[config.mk]
export PLATFORM = sky130hd
export DESIGN_NAME = regfile_wport_arbiter
export DESIGN_NICKNAME = d
export VERILOG_FILES = /design/src/rtl/regfile_wport_arbiter_pkg.sv /design/src/rtl/regfile_wport_arbiter_rr_pick.sv /design/src/rtl/regfile_wport_arbiter.sv
export SDC_FILE = /design/constraint.sdc
export NUM_CORES = 1
export LEC_CHECK = 0
export ABC_CLOCK_PERIOD_IN_PS = 2150
export CORE_UTILIZATION = 37
export CTS_CLUSTER_SIZE = 14
export DETAILED_ROUTE_END_ITERATION = 10
export PLACE_DENSITY = 0.86
export SLEW_MARGIN = 5
export SYNTH_ARGS = -nofsm -noshare
export SYNTH_HDL_FRONTEND = slang
export SYNTH_SLANG_ARGS = --single-unit
[constraint.sdc]
create_clock -name clk -period 2.15 [get_ports clk]
set_input_delay 0.3225 -clock clk [delete_from_list [all_inputs] [get_ports clk]]
set_output_delay 0.3225 -clock clk [all_outputs]
set_load 0.02 [all_outputs]
[src/rtl/regfile_wport_arbiter_pkg.sv]
// Shared widths and limits for the register-file write-port arbiter.
package regfile_wport_arbiter_pkg;

  localparam int unsigned REG_ADDR_W = 5;
  localparam int unsigned REG_DATA_W = 32;
  localparam int unsigned MAX_NREQ   = 4;

  localparam logic [REG_ADDR_W-1:0] ZERO_REG = 5'd0;

endpackage

[src/rtl/regfile_wport_arbiter_rr_pick.sv]
// Combinational round-robin priority encoder: the first valid bit at or after ptr wins.
module regfile_wport_arbiter_rr_pick
  import regfile_wport_arbiter_pkg::*;
#(
  parameter int unsigned NREQ = 2,
  parameter int unsigned PW   = (NREQ > 1) ? $clog2(NREQ) : 1
) (
  input  logic [NREQ-1:0] valid,
  input  logic [PW-1:0]   ptr,
  output logic [NREQ-1:0] grant,
  output logic [PW-1:0]   gidx
);

  logic [PW:0]   sum;
  logic [PW-1:0] idx;
  logic          found;

  // Walk offsets 0..NREQ-1 from ptr, wrapping at NREQ (which need not be a power of two).
  always_comb begin
    grant = '0;
    gidx  = '0;
    found = 1'b0;
    sum   = '0;
    idx   = '0;
    for (int unsigned k = 0; k < NREQ; k++) begin
      sum = {1'b0, ptr} + (PW+1)'(k);
      if (sum >= (PW+1)'(NREQ)) begin
        sum = sum - (PW+1)'(NREQ);
      end
      idx = sum[PW-1:0];
      if (!found && valid[idx]) begin
        found      = 1'b1;
        grant[idx] = 1'b1;
        gidx       = idx;
      end
    end
  end

endmodule

[src/rtl/regfile_wport_arbiter.sv]
// Round-robin sharing of the register-file write port among NREQ writeback sources.
// Optional macro RF_WB_BYPASS_EN adds a same-cycle bypass view of the committing write.
module regfile_wport_arbiter
  import regfile_wport_arbiter_pkg::*;
#(
  parameter int unsigned NREQ = 2,
  parameter int unsigned AW   = REG_ADDR_W,
  parameter int unsigned DW   = REG_DATA_W
) (
  input  logic               clk,
  input  logic               reset,
  input  logic [NREQ-1:0]    req_valid,
  input  logic [AW*NREQ-1:0] req_addr,
  input  logic [DW*NREQ-1:0] req_data,
  output logic [NREQ-1:0]    req_ready,
  input  logic               rf_hold,
  output logic               rf_wen,
  output logic [AW-1:0]      rf_waddr,
  output logic [DW-1:0]      rf_wdata,
  output logic               busy
`ifdef RF_WB_BYPASS_EN
  ,
  input  logic [AW-1:0]      byp_addr,
  output logic               byp_hit,
  output logic [DW-1:0]      byp_data
`endif
);

  localparam int unsigned PW = (NREQ > 1) ? $clog2(NREQ) : 1;

  logic [PW-1:0]   rr_ptr;
  logic [NREQ-1:0] pick_grant;
  logic [PW-1:0]   pick_idx;
  logic [NREQ-1:0] fire;
  logic            xfer;
  logic [AW-1:0]   sel_addr;
  logic [DW-1:0]   sel_data;

  regfile_wport_arbiter_rr_pick #(
    .NREQ (NREQ),
    .PW   (PW)
  ) u_pick (
    .valid (req_valid),
    .ptr   (rr_ptr),
    .grant (pick_grant),
    .gidx  (pick_idx)
  );

  assign req_ready = (reset || rf_hold) ? '0 : pick_grant;
  assign fire      = req_valid & req_ready;
  assign xfer      = |fire;
  assign busy      = (|req_valid) && !xfer;

  always_comb begin
    sel_addr = '0;
    sel_data = '0;
    for (int unsigned i = 0; i < NREQ; i++) begin
      if (fire[i]) begin
        sel_addr = req_addr[AW*i +: AW];
        sel_data = req_data[DW*i +: DW];
      end
    end
  end

  // Writes to $0 still complete the handshake and update addr/data; only the enable is suppressed.
  always_ff @(posedge clk) begin
    if (reset) begin
      rf_wen   <= 1'b0;
      rf_waddr <= '0;
      rf_wdata <= '0;
      rr_ptr   <= '0;
    end else if (xfer) begin
      rf_wen   <= (sel_addr != AW'(ZERO_REG));
      rf_waddr <= sel_addr;
      rf_wdata <= sel_data;
      rr_ptr   <= (pick_idx == PW'(NREQ-1)) ? '0 : pick_idx + PW'(1);
    end else begin
      rf_wen   <= 1'b0;
    end
  end

`ifdef RF_WB_BYPASS_EN
  assign byp_hit  = rf_wen && (rf_waddr == byp_addr) && (byp_addr != AW'(ZERO_REG));
  assign byp_data = rf_wdata;
`endif

endmodule
==> out/results.ini <==
[synth]
seq_area_frac_synth = 0.473
syn_nets = 228
syn_avg_cell_area_sq_um = 11.1
synth_top_area_cell = dfxtp_1
ys_types = 20
synth_cells = 149
synth.area.top_cells = dfxtp_1 (47%), a221o_1 (22%), nor3b_1 (16%)
synth_area_sq_um = 1650
synth_top_area_share = 0.473
synth-seq-cells = 39
synth_warnings = 0

[timing]
setup_violations = 0
drv_slew = 0
fmax_mhz = 484
worst_pin_slew_ns = 0.425
fin_setup_tns_ns = 0
relSlewSlack = 0.716
period_needed_ns = 2.07
skew_ns = 0.00525
finalHoldViolCount = 0
min_period_over_period = 0.961
rsz0062_at_grt = false

[cts]
cts_hold_buffers = 0
htree_levels = 2
clock_sinks = 39
cts_tree = built
cts_buffers = 5
cts_buffer_depth = 2
cts-root-buf = clkbuf_8
insertion_delay_ns = 0.28
cts.clk_slew.worst_paths_ns = 0.07

[run_status]
outcome = finished clean

[worst_setup_path]
startpoint = req_valid[0]
crit_fanout = 6
cpMaxStageDelayCell = clkdlybuf4s50_1
required_ns = 1.83
cp.arrival_ns = 1.74
cpMostUsedCell = clkdlybuf4s50_1
end_kind = output port
crit_chain = clkdlybuf4s50_1, nand2b_1, and3_1, clkdlybuf4s50_1
path_class = input pin to output port
max_stage_delay_ns = 0.60
critical_path.startpoint_type = input pin

[detailed_routing]
dr.pass1.iters = 4
drtIter0Drc = 108
drcViolationCount = 0
routed_wl_microns = 5180
wl_per_cell_microns = 16.4
drtAntennaViolNets = 0
vias = 1722
avgViaCountPerCell = 5.45

[global_routing]
antenna_found_initial = 0
grtUsageTotal = 0.224
grt_max_degree = 39
grt_overflow = 0
grt_pass1_vias = 1676
grt_pass1_wl_microns = 7890

[run]
max_cap_viol_count = 0

[placed_design]
place_congestion = 0.687
placed_cells = 308
dp_hpwl_microns = 3530
io_buffers = 119

[finish]
layout_commonest_cell = clkdlybuf4s50_1
areaGrowthSynthToFinish_pct = 77.7
final_cells = 316
n_antenna_cell = 0
drive_above_1_share = 0.0526
layout_common_cells = clkdlybuf4s50_1 (119), dfxtp_1 (39), nor3b_1 (36), a221o_1 (36)
nets = 344
fin_util = 0.707

[die]
die_x_microns = 68.8
start_util = 0.398
core_sq_um = 4140
ioPinCount = 120
die_area_sq_um = 4730
die_h_microns = 68.8
rows = 23

[min_path]
hold_class = flop to flop
hp-start = rf_waddr[1]

[pwr]
power.leakage_uw = 0.00106
ir_drop_v = 0.000295
pwr_density_cell_nw_per_um2 = 587

-- Yosys cell counts --
library cell / instances
dfxtp_1: 39
a221o_1: 36
nor3b_1: 36
buf_2: 7
buf_6: 6
nor2_1: 6
nand2_1: 3
clkbuf_1: 2
nand4_1: 2
nor3_1: 2
a22o_1: 1
a31oi_1: 1
and2b_1: 1
and3_1: 1
and3_4: 1
buf_1: 1
nand2b_1: 1
o21ai_0: 1
o21ba_1: 1
o22ai_1: 1
-- registers in the layout, indices dropped and copies added (netlist names), named ones only --
register,cells
rf_waddr,5
rf_wdata,32
rf_wen,1
-- where the power goes --
group	total, uW	switching, uW	internal [uW]
clock	465	238	228
sequential	796	21.7	774
combinational	458	180	278
total	1720	439	1280
-- layer usage --
layer | global-route usage | wire, microns
met4 | 0.0791 | 61
met1 | 0.270 | 2200
met5 | 0 | 0
met2 | 0.379 | 2440
met3 | 0.0641 | 481
-- layout make-up --
cell class	instances	area, sq um
clock inverters	1	5.00
clock buffers	7	76.3
flip-flops and latches	39	781
well taps	50	62.6
repair buffers	125	1250
multi-input cells	94	757
fillers	353	1210
-- path summary, 6_finish.rpt --
kind | end | depth (start not counted) | slack, ns
max reg2reg | rf_wdata[5] | 4 | 0.73
min reg2reg | rf_waddr[1] | 2 | 0.51
min | rf_waddr[1] | 2 | 0.51
max | req_ready[1] | 4 | 0.08
-- repair_timing --
action,CTS,global route
setup buffers,0,0
gates resized for setup,0,1
endpoints found under the setup margin,0,2
-- stage by stage --
stage / total power (uW) / hold slack, ns / instance area [sq um] / setup slack [ns]
floorplan: 994 / 0.461 / 1650 / 0.860
global route: 1810 / 0.541 / 2930 / 0.0194
detailed placement: 1270 / 0.503 / 2850 / 0.0829
finish: 1720 / 0.509 / 2930 / 0.0834
CTS: 1740 / 0.513 / 2930 / 0.0763
global placement: 1260 / 0.488 / 2850 / 0.107
-- worst max-delay path, delay by kind of cell --
family	cells	cell delay [ns]
buf+inv	2	1.10
simple gates	2	0.32
-- cells by family (layout without fill, tap and decap cells) --
group,count (synthesis),after routing,synth area share
AOI/OAI and AO/OA,41,41,0.241
buffers and inverters,16,133,0.0690
DFF,39,39,0.473
and+or+nand+nor,53,53,0.217
(Power assumes the default switching activity.)
